## src/rtl/vjtag_mem_bridge.sv

```systemverilog
// vjtag_mem_bridge: decodes the 2-bit virtual JTAG IR into BYPASS/ADDR/WRITE/READ
// and drives a synchronous pixel memory port, all in the tck domain.
module vjtag_mem_bridge #(
  parameter int ADDR_W = 16,
  parameter int DATA_W = 8
) (
  input  logic              tck,
  input  logic              rst_n,
  input  logic              tdi,
  output logic              tdo,
  input  logic [1:0]        ir_in,
  output logic [1:0]        ir_out,
  input  logic              virtual_state_cdr,
  input  logic              virtual_state_sdr,
  input  logic              virtual_state_udr,
  input  logic              virtual_state_uir,
  output logic [ADDR_W-1:0] mem_addr,
  output logic [DATA_W-1:0] mem_wdata,
  output logic              mem_we,
  output logic              mem_re,
  input  logic [DATA_W-1:0] mem_rdata
);
  typedef enum logic [1:0] {BYP = 2'b00, ADR = 2'b01, WR = 2'b10, RD = 2'b11} ir_t;
  ir_t               r_ir;
  logic [ADDR_W-1:0] r_addr, r_addr_sr;
  logic [DATA_W-1:0] r_data_sr, r_rd_buf, r_wdata;
  logic              r_byp, r_we, r_re, r_re_d, r_ovf, r_rd_valid;
  assign tdo       = (r_ir == BYP) ? r_byp : (r_ir == ADR) ? r_addr_sr[0] : r_data_sr[0];
  assign ir_out    = {r_ovf, r_rd_valid};
  assign mem_addr  = r_addr;
  assign mem_wdata = r_wdata;
  assign mem_we    = r_we;
  assign mem_re    = r_re;
  always_ff @(posedge tck or negedge rst_n) begin
    if (!rst_n) begin
      r_ir       <= BYP;
      r_addr     <= '0;
      r_addr_sr  <= '0;
      r_data_sr  <= '0;
      r_byp      <= 1'b0;
      r_rd_buf   <= '0;
      r_wdata    <= '0;
      r_we       <= 1'b0;
      r_re       <= 1'b0;
      r_re_d     <= 1'b0;
      r_ovf      <= 1'b0;
      r_rd_valid <= 1'b0;
    end else begin
      r_we   <= 1'b0;
      r_re   <= 1'b0;
      r_re_d <= r_re;
      if (virtual_state_uir) r_ir <= ir_t'(ir_in);
      if (r_re_d) begin
        r_rd_buf   <= mem_rdata;
        r_rd_valid <= 1'b1;
      end
      // post-write increment; a udr below overrides it
      if (r_we) begin
        r_addr <= r_addr + ADDR_W'(1);
        if (&r_addr) r_ovf <= 1'b1;
      end
      if (virtual_state_udr) begin
        case (r_ir)
          ADR: begin
            r_addr     <= r_addr_sr;
            r_ovf      <= 1'b0;
            r_rd_valid <= 1'b0;
            r_re       <= 1'b1;
          end
          WR: begin
            r_wdata <= r_data_sr;
            r_we    <= 1'b1;
          end
          RD: begin
            r_addr     <= r_addr + ADDR_W'(1);
            r_re       <= 1'b1;
            r_rd_valid <= 1'b0;
          end
          default: ;
        endcase
      end else if (virtual_state_sdr) begin
        case (r_ir)
          BYP:     r_byp     <= tdi;
          ADR:     r_addr_sr <= {tdi, r_addr_sr[ADDR_W-1:1]};
          default: r_data_sr <= {tdi, r_data_sr[DATA_W-1:1]};
        endcase
      end else if (virtual_state_cdr) begin
        case (r_ir)
          ADR:     r_addr_sr <= r_addr;
          WR:      r_data_sr <= '0;
          RD:      r_data_sr <= r_rd_buf;
          default: ;
        endcase
      end
    end
  end
endmodule

```

## config.mk

```make
export PLATFORM = sky130hd
export DESIGN_NAME = vjtag_mem_bridge
export DESIGN_NICKNAME = d
export VERILOG_FILES = /design/src/rtl/vjtag_mem_bridge.sv
export SDC_FILE = /design/constraint.sdc
export NUM_CORES = 1
export LEC_CHECK = 0
export CAP_MARGIN = 20
export CORE_MARGIN = 10
export CORE_UTILIZATION = 25
export DETAILED_ROUTE_END_ITERATION = 7
export PLACE_DENSITY = 0.51
export REMOVE_ABC_BUFFERS = 1
export SLEW_MARGIN = 10
export SYNTH_ARGS = -nofsm -noshare
export SYNTH_HDL_FRONTEND = slang
export SYNTH_SLANG_ARGS = --single-unit
```

## constraint.sdc

```tcl
create_clock -name tck -period 1.5 [get_ports tck]
set_input_delay 0.225 -clock tck [delete_from_list [all_inputs] [get_ports tck]]
set_output_delay 0.225 -clock tck [all_outputs]
set_load 0.01 [all_outputs]
```

==> Word-level counts from Yosys, hierarchy flattened <==
Index checks and enable logic that the tools add are counted.
{ "word_totals": {"inputBits": 17, "register_bits": 64, "out_inout_bits": 29} }
{ "classes": {"add_sub_neg": 1, "n_reduce_logical": 10, "n_mux": 24, "bitwise_logic": 1, "n_eq_ne": 4} }
{ "op_table": {"columns": ["operator", "count"], "rows": [
  ["16-bit two-way mux", 6],
  ["16-bit case mux with 2 select lines", 1],
  ["8-bit two-way mux", 3],
  ["16-bit by 1-bit adder with 16-bit output, second input constant", 1],
  ["8-bit case mux with 2 select lines", 1],
  ["16-bit AND reduction", 1],
  ["1-bit two-way mux", 13],
  ["3-bit AND reduction", 2],
  ["2-bit equality test, second input constant", 2],
  ["4-bit AND reduction", 1],
  ["2-bit OR reduction", 2],
  ["3-bit nonzero test", 1],
  ["2-bit by 1-bit equality test with 1-bit output, second input constant", 1],
  ["2-bit zero test", 1],
  ["2-bit != test, second input constant", 1],
  ["2-bit AND reduction", 1],
  ["2-bit nonzero test", 1],
  ["1-bit NOT", 1]
]} }

==> Depth between registers and ports, before layout <==
Gate-level depths: netlist of the first run.
{ "logic_depth": {"ltp_word": 5, "depth_mapped": 7} }

==> Worst setup path after synthesis of the first run <==
Ideal clock, no wire load.
{ "synth_path": {"path_kind": "reg-to-reg", "from": "register r_addr[0], in the netlist mem_addr[0]", "to": "register r_addr[10], in the netlist mem_addr[10]", "period_less_slack_ns": 1.581, "path_stages_with_launch": 6, "arrival_ns": 1.456, "setup_slack_ns": -0.081, "path_cell_list": "dfrtp_1 > ha_1 > nand2_1 > or2_2 > o32ai_1 > nor2_1"} }
{ "synth_between": {"elab_chain_cells": 4} }
{ "synth_lines": {"columns": ["element", "line_no", "rtl"], "rows": [
  ["from (decl)", "25", "logic [ADDR_W-1:0] r_addr, r_addr_sr;"],
  ["from (signal assigned)", "59", "r_addr <= r_addr + ADDR_W'(1);"],
  ["from (signal assigned)", "65", "r_addr <= r_addr_sr;"],
  ["from (signal assigned)", "75", "r_addr <= r_addr + ADDR_W'(1);"],
  ["16-bit by 1-bit adder with 16-bit output *", "59, 75", null],
  ["16-bit two-way mux", "58", "if (r_we) begin"],
  ["16-bit case mux with 2 select lines", "63", "case (r_ir)"],
  ["16-bit two-way mux *", "62", "if (virtual_state_udr) begin"]
]} }
Mark *: on every way between the ends. The rest lies on a longest branch, timed or not.
A chain may end at the register's enable or synchronous reset.

==> Worst setup path in the final report of the first run <==
{ "layout_path": {"from": "register r_ir[1]", "to": "register r_addr_sr[5]"} }
{ "layout_between": {"elab_chain_cells": 2} }
{ "layout_lines": {"columns": ["element", "line_no", "rtl"], "rows": [
  ["from (decl)", "24", "ir_t r_ir;"],
  ["from (signal assigned)", "52", "if (virtual_state_uir) r_ir <= ir_t'(ir_in);"],
  ["2-bit by 1-bit equality test with 1-bit output", "82, 88", null],
  ["3-bit AND reduction (no line)", null, null],
  ["to (signal assigned)", "84", "ADR: r_addr_sr <= {tdi, r_addr_sr[ADDR_W-1:1]};"],
  ["to (signal assigned)", "89", "ADR: r_addr_sr <= r_addr;"],
  ["to (decl)", "25", null]
]} }
Every way passes these cells.

==> impl_metrics.ini, run 1 <==
[outcome]
status = finished, violations left
violations = setup timing

[placement]
numPortBuffers = 45
dp_hpwl_um = 6080
place_area_um2 = 4040
dpl.cell_count = 540
place_congestion = 0.777

[synthesis]
ys_seq_area_frac = 0.511
synth_seq_cells = 64
synth_top_area_frac = 0.511
synth.cell_area_um2 = 3140
syn_inst = 301
synth_cell_types = 48
synth.most_common_cell = dfrtp_1
synth_top_flop_cell = dfrtp_1
syn_area_per_cell_um2 = 10.4
ys_top_cells_by_area = dfrtp_1 (51%), mux2i_1 (5.7%), nand2_1 (5.7%), mux2_2 (3.9%), o21ai_2 (3.9%)
yosys.area.top_type = dfrtp_1
synthTopCellsByCount = dfrtp_1 (64), nand2_1 (48), nor2_1 (30)
synth_warnings = 0
synth_edf_count = 0
async_flop_share = 1.00

[grt]
grt_use_total = 0.0990
grt_first_pass_wirelength_um = 13900
grt_overflow = 0
grt_start_max_net_pins = 65
antenna_found_initial = 0
first_global_vias = 2607

[pwr]
pwr-share-seq = 0.374
ir_drop_mv = 0.746
power.total_mw = 7.79
p_switching_mw = 2.83
p_comb_frac = 0.374
powerDensity_nw_per_um2 = 1650
p_leak_nw = 2.16
p_sw_frac = 0.363
internal_power_mw = 4.96
clkPwrFrac = 0.252

[setup_path]
cpMaxStageDelayCell = or4b_4
worst_setup_path_end_kind = flip-flop
crit_family = simple AND/OR/NAND/NOR gates
crit_path_start_kind = flip-flop
worstSetupPathType = reg -> reg
critPathMaxFanout = 8
cpPeakStageDelay_ns = 0.63
crit_chain = or4b_4, clkbuf_16, nand2_4, o21ai_2
cp.required_ns = 1.72
crit_buf_inv = 1
crit_arrival_ns = 1.75

[sta]
fmax_ghz = 0.652
fin_ws_ns = -0.0329
rsz0062_at_grt = true
finalHoldViolations = 0
post-route-min-period_ns = 1.53
fin_crit_sh = 1.02
finalSetupTns_ns = -0.220
worstMarginPinSlew_ns = 0.350
finClkSkew_ns = 0.00679
slew-limit-headroom = 0.766
setup_viol = 9
slew_viol_final = 0

[route]
wirelength_um = 9140
drc = 0
wire_per_inst_um = 16.1
viasPerCell = 4.65
met1Wirelength_um = 4190
wl_met2_um = 4320
first_iter_violations = 163
routed-wl-met3_um = 435
drt.antenna.violating_nets = 0
vias = 2631
dr.pass1.iters = 4
route.top_layer_used = met4

[final_layout]
syn_to_final_growth_pct = 50.4
num-nets-final = 411
diodes = 0
drive_gt1_frac = 0.369
post-route-cell-area_um2 = 4720
instances_no_fill = 566

[clocking]
cts_root_buf = clkbuf_16
cts.sinks = 64
clk_path_buf_depth = 2
h-tree-depth = 3
clk_latency_ns = 0.34
cts_tree = yes
path_clk_slew_ns = 0.06
cts_inserted_buffers = 9

[min_path]
min_path_type = reg -> reg

[floorplanning]
die_h_um = 132
row_count = 40
ios = 46
die_w_um = 132
initial_core_util = 0.258
core_area_um2 = 12200
dieArea_um2 = 17400

[flow_run]
drv_cap = 0
-- cell usage in the layout, fill, tap and decap left out, drive strengths merged, types with 6 or more instances in the layout --
cell type | synthesis | final
buf | 14 | 54
nor3 | 6 | 6
mux2 | 11 | 11
nand3 | 6 | 6
dlygate4sd2 | 0 | 19
dfrtp | 64 | 64
nor2 | 31 | 31
nand2 | 49 | 49
mux2i | 18 | 18
clkdlybuf4s50 | 0 | 19
o21ai | 21 | 21
a21oi | 15 | 15
a22oi | 8 | 8
inv | 7 | 7
clkbuf | 5 | 12
-- kinds of logic (layout without fill, tap and decap cells) --
kind of cell               Yosys count  count (layout)  synth area share
adders and majority gates            1               1           0.00399
AOI/OAI and AO/OA                   67              67             0.154
muxes                               29              29            0.0969
xor gates and xnor gates             2               2           0.00559
buffers and inverters               27             124            0.0475
DFF                                 64              64             0.511
and+or+nand+nor                    111             111             0.182
-- path summary, 6_finish.rpt --
kind	to	from	slack, ns	depth (start not counted)
worst min-delay path	r_re_d	mem_re	0.40	0
worst min register to register	r_re_d	mem_re	0.40	0
min in group asynchronous	mem_wdata[5]	rst_n	0.44	3
worst max-delay path	r_addr_sr[5]	r_ir[1]	-0.03	4
worst max register to register	r_addr_sr[5]	r_ir[1]	-0.03	4
max in group asynchronous	r_ir[0]	rst_n	0.76	3
-- state kept, by name, indices dropped and copies added, names as in the netlist --
register and flops:
mem_addr 16, r_addr_sr 16, mem_wdata 8, r_data_sr 8
r_rd_buf 8, r_ir 2, mem_re 1, mem_we 1
r_byp 1, r_ovf 1, r_rd_valid 1, r_re_d 1
-- layout make-up --
| type | count | area (um2) |
|---|---|---|
| clock buffer | 10 | 239 |
| clock inverter | 6 | 45.0 |
| fill | 1211 | 7440 |
| inverter | 8 | 30.0 |
| multi-input combinational | 210 | 1650 |
| sequential | 64 | 1610 |
| tap | 168 | 210 |
| timing repair buffer | 100 | 942 |
-- repair_timing --
action | CTS | global route
setup endpoints to repair | 45 | 45
hold buffers | 1 | 0
pin swaps | 2 | 33
cloned | 0 | 3
gates resized for setup | 31 | 71
buffers inserted | 5 | 4
hold endpoints to repair | 64 | 0
-- stage by stage --
| stage | worst slack, ns | hold slack, ns | util |
|---|---|---|---|
| 2_1_floorplan | -0.392 | -0.0706 | - |
| 3_3_place_gp | -0.403 | 0.272 | 0.332 |
| 3_5_place_dp | -0.386 | 0.274 | 0.332 |
| 4_1_cts | -0.0468 | 0.410 | 0.358 |
| 5_1_grt | -0.0771 | 0.419 | 0.388 |
| 6_report | -0.0329 | 0.397 | 0.388 |
-- power by group through the flow --
stage | sequential, mW | clock, mW | combinational [mW]
6_report | 2.91 | 1.96 | 2.92
5_1_grt | 3.00 | 2.08 | 3.22
4_1_cts | 2.80 | 2.01 | 2.63
3_5_place_dp | 2.84 | 0 | 2.68
3_3_place_gp | 2.82 | 0 | 2.66
2_1_floorplan | 2.97 | 0 | 1.05
-- metal layers --
metal,vias to the layer above,GRT usage
met5,-,0
met4,0,0.0464
met3,11,0.0290
met2,63,0.148
met1,1294,0.128
li1,1263,-
Note: power is estimated with default switching activity, not from simulation.
==> run 2, diff against run 1 <==
Settings changed: ABC_AREA set to 0, MAX_ROUTING_LAYER set to met4.
==> run 2 against run 1 <==
The flow still finishes with violations (setup timing). Register-to-register slack barely moved. Maximum frequency is essentially flat. Core utilization is the same. Setup slack better by 0.0013 ns. Flip-flop and latch count stayed put. Critical endpoint unchanged. Hold slack better by 0.0017 ns. Routed wire length grew 0.21%. Largest power group unchanged. First-iteration DRC count rose by 25%. Final area unchanged. Critical path depth did not move. Clock skew is 0.0012 ns higher. Cell count unchanged.
==> impl_metrics.ini, run 2 (synthesis gave the netlist of run 1 again) <==
[outcome]
status = finished, violations left
violations = setup timing

[placement]
dpl.cell_count = 540
numPortBuffers = 45
dp_hpwl_um = 6080
place_congestion = 0.787

[grt]
first_global_vias = 2603
antenna_found_initial = 0
grt_use_total = 0.102
grt_start_max_net_pins = 65
grt_first_pass_wirelength_um = 14000
grt_overflow = 0

[setup_path]
cp.required_ns = 1.72
crit_path_start_kind = flip-flop
critPathMaxFanout = 8
worstSetupPathType = reg -> reg
crit_arrival_ns = 1.75
worst_setup_path_end_kind = flip-flop

[sta]
finalSetupTns_ns = -0.220
post-route-min-period_ns = 1.53
rsz0062_at_grt = true
slew-limit-headroom = 0.763
fin_crit_sh = 1.02
fmax_ghz = 0.653
worstMarginPinSlew_ns = 0.356
slew_viol_final = 0
finalHoldViolations = 0
setup_viol = 9
fin_ws_ns = -0.0316
finClkSkew_ns = 0.00799

[clocking]
h-tree-depth = 3
cts.sinks = 64
cts_tree = yes
clk_path_buf_depth = 2
path_clk_slew_ns = 0.06
clk_latency_ns = 0.34
cts_inserted_buffers = 9
cts_root_buf = clkbuf_16

[pwr]
p_leak_nw = 2.16
powerDensity_nw_per_um2 = 1650
power.total_mw = 7.80
ir_drop_mv = 0.740

[final_layout]
diodes = 0
final_common_cell = dfrtp_1
num-nets-final = 411
syn_to_final_growth_pct = 50.4
fillers = 1211
final_cell_mix = dfrtp_1 (61), buf_4 (40), nand2_1 (30)
instances_no_fill = 566
drive_gt1_frac = 0.369
final_util = 0.388

[route]
wirelength_um = 9160
dr.pass1.iters = 4
drt.antenna.violating_nets = 0
first_iter_violations = 203
viasPerCell = 4.69
drc = 0
wire_per_inst_um = 16.2
vias = 2657

[floorplanning]
core_area_um2 = 12200
initial_core_util = 0.258
die_w_um = 132
row_count = 40
dieArea_um2 = 17400
ios = 46
die_h_um = 132

[flow_run]
drv_cap = 0

[min_path]
min_path_type = reg -> reg
==> run 2: stage by stage <==
stage	cell area, um2	setup slack [ns]	hold WS (ns)
floorplan	3020	-0.392	-0.0706
global placement	4040	-0.403	0.272
detailed placement	4040	-0.386	0.274
CTS	4360	-0.0468	0.410
global route	4720	-0.0771	0.419
finish	4720	-0.0316	0.398
==> run 2: where the power goes <==
part	internal [mW]	switching (mW)	leakage (nW)
sequential	2.31	0.606	0.777
combinational	1.49	1.43	1.25
clock	1.16	0.801	0.131
==> run 2: worst paths after layout <==
check	startpoint	to	slack (ns)	cells past startpoint
max in group asynchronous	rst_n	mem_addr[13]	0.75	3
worst max-delay path	r_ir[1]	r_addr_sr[5]	-0.03	4
worst min-delay path	mem_re	r_re_d	0.40	0
min in group asynchronous	rst_n	r_rd_buf[0]	0.44	3
worst min register to register	mem_re	r_re_d	0.40	0
worst max register to register	r_ir[1]	r_addr_sr[5]	-0.03	4
==> run 2: worst max-delay path, cell delays in order (launching register included) <==
cell	delay [ns]
dfrtp_2	0.45
or4b_4	0.63
clkbuf_16	0.23
nand2_4	0.07
o21ai_2	0.04
==> run 2: final cells by class <==
type	instances	area (um2)	area share
multi-input cells	210	1650	0.349
flip-flops and latches	64	1610	0.340
repair buffers	100	942	0.200
clock buffers	10	239	0.0507
well taps	168	210	0.0446
clock inverters	6	45.0	0.00955
inverters	8	30.0	0.00637
==> run 2: repair_timing <==
| item | in CTS | in global routing |
|---|---|---|
| endpoints found under the setup margin | 45 | 45 |
| buffers inserted | 5 | 4 |
| pin swaps | 2 | 33 |
| gates resized for setup | 31 | 71 |
| hold endpoints to repair | 64 | 0 |
| hold buffers | 1 | 0 |
| gates cloned | 0 | 3 |
==> run 2: metal layers <==
metal	wire [um]	vias to the layer above	global-route usage
met5	0	-	-
met4	183	0	0.0464
met3	394	10	0.0252
met1	4290	1312	0.132
li1	-	1265	-
met2	4290	70	0.147
==> run 3, diff against run 2 <==
Settings changed: CORE_MARGIN 10 to 2.
==> run 3 against run 2 <==
The flow still finishes with violations (setup timing). Sequential power fell by 3%. Die area is 23% lower. Core utilization shrank 0.22 points. Routed wire length is 4.8% lower. Final area decreased by 0.98%. Register-to-register slack improved by 0.02 ns. Cell count up 1.6%. Critical endpoint is now mem_addr[12].
==> impl_metrics.ini, run 3 (synthesis gave the netlist of run 1 again) <==
[floorplanning]
ios = 46
die_w_um = 116
die_h_um = 116
core_area_um2 = 12100
initial_core_util = 0.259
row_count = 40
dieArea_um2 = 13500

[sta]
rsz0062_at_grt = true
post-route-min-period_ns = 1.51
finalHoldViolations = 0
setup_viol = 2
slew_viol_final = 0
fin_crit_sh = 1.01
hold_slack_ns = 0.389
fmax_ghz = 0.662
fin_ws_ns = -0.00993
finClkSkew_ns = 0.00787
worstMarginPinSlew_ns = 0.356
slew-limit-headroom = 0.759

[flow_run]
drv_cap = 0

[grt]
grt_overflow = 0
grt_use_total = 0.140
grt_first_pass_wirelength_um = 14100
first_global_vias = 2660
grt_start_max_net_pins = 65
antenna_found_initial = 0

[clocking]
cts.sinks = 64
clk_path_buf_depth = 2
h-tree-depth = 3
cts_root_buf = clkbuf_16
cts_tree = yes
path_clk_slew_ns = 0.06
clk_latency_ns = 0.34
cts_inserted_buffers = 9

[outcome]
status = finished, violations left
violations = setup timing

[pwr]
ir_drop_mv = 0.568
p_leak_nw = 2.17
powerDensity_nw_per_um2 = 1750

[final_layout]
instances_no_fill = 575
syn_to_final_growth_pct = 48.9
final_common_cell = dfrtp_1
final_cell_mix = dfrtp_1 (60), buf_4 (52), nand2_1 (46)
diodes = 0
fillers = 1227
num-nets-final = 420
drive_gt1_frac = 0.337

[route]
first_iter_violations = 180
wire_per_inst_um = 15.2
vias = 2644
wirelength_um = 8720
drt.antenna.violating_nets = 0
dr.pass1.iters = 4
viasPerCell = 4.60
drc = 0

[setup_path]
crit_chain = buf_6, nand4_4, nor4_4, mux2i_1, o221ai_1
crit_path_start_kind = flip-flop
crit_arrival_ns = 1.72
cpMaxStageDelayCell = dfrtp_1
r2r-start = mem_addr[6]
r2r_cells = 5
worst_setup_path_end_kind = flip-flop
worstSetupPathType = reg -> reg
reg2reg_to = mem_addr[12]
cp.required_ns = 1.71
critPathMaxFanout = 5
startpoint = mem_addr[6]
r2r_setup_slack_ns = -0.01
cpPeakStageDelay_ns = 0.36

[min_path]
min_to = r_re_d
min_path_type = reg -> reg
min_from = mem_re
min_delay_path_depth = 0

[placement]
dp_hpwl_um = 5760
numPortBuffers = 45
dpl.cell_count = 538
place_congestion = 0.860
==> run 3: final cells by class <==
type / instances / area, um2 / area share
Sequential cell: 64 / 1610 / 0.344
Multi-Input combinational cell: 211 / 1500 / 0.320
Timing Repair Buffer: 108 / 982 / 0.210
Clock buffer: 9 / 225 / 0.0482
Tap cell: 168 / 210 / 0.0450
Clock inverter: 7 / 120 / 0.0257
Inverter: 8 / 30.0 / 0.00643
==> run 3: layer usage <==
metal	track usage	vias up	wire length, um
li1	-	1284	-
met1	0.190	1305	4210
met2	0.208	48	4100
met3	0.0272	7	278
met4	0.0548	0	124
met5	-	-	0
==> run 3: critical path: cells and delay by family (launching register included) <==
| family | cells | cell delay [ns] |
|---|---|---|
| AND/OR/NAND/NOR | 2 | 0.53 |
| flip-flops | 1 | 0.36 |
| buffers and inverters | 1 | 0.12 |
| AO/OA/AOI/OAI | 1 | 0.13 |
| multiplexers | 1 | 0.23 |
==> run 3: report_power, final <==
group | switching (mW) | internal (mW) | total, mW
Combinational | 1.43 | 1.50 | 2.93
Sequential | 0.504 | 2.31 | 2.82
Clock | 0.799 | 1.62 | 2.42
==> run 3: what timing repair did <==
| action | CTS | global route |
|---|---|---|
| pin swaps | 5 | 12 |
| buffers inserted | 13 | 7 |
| endpoints found under the hold margin | 64 | 0 |
| gates resized for setup | 24 | 36 |
| endpoints found under the setup margin | 26 | 40 |
| hold buffers | 1 | 0 |
| gates cloned | 1 | 2 |
==> run 3: worst max path at each step <==
stage	endpoint	depth (start not counted)	slack, ns
final	mem_addr[12]	5	-0.01
after global routing	mem_addr[12]	5	-0.1
after CTS	tdo	3	-0.08
after detailed placement	mem_addr[13]	5	-0.44
after global placement	mem_addr[13]	5	-0.41
after floorplan	r_addr_sr[10]	3	-0.39
==> run 3: metrics by stage <==
step | utilization | worst slack, ns | instance area, um2 | setup TNS, ns | power [mW]
final | 0.386 | -0.00993 | 4670 | -0.0129 | 8.17
after global routing | 0.386 | -0.0989 | 4670 | -0.368 | 8.69
after CTS | 0.368 | -0.0829 | 4450 | -0.0829 | 7.97
after detailed placement | 0.332 | -0.442 | 4020 | -12.17 | 5.48
after global placement | 0.332 | -0.410 | 4020 | -12.51 | 5.45
after floorplan | - | -0.392 | 3020 | -6.49 | 4.02
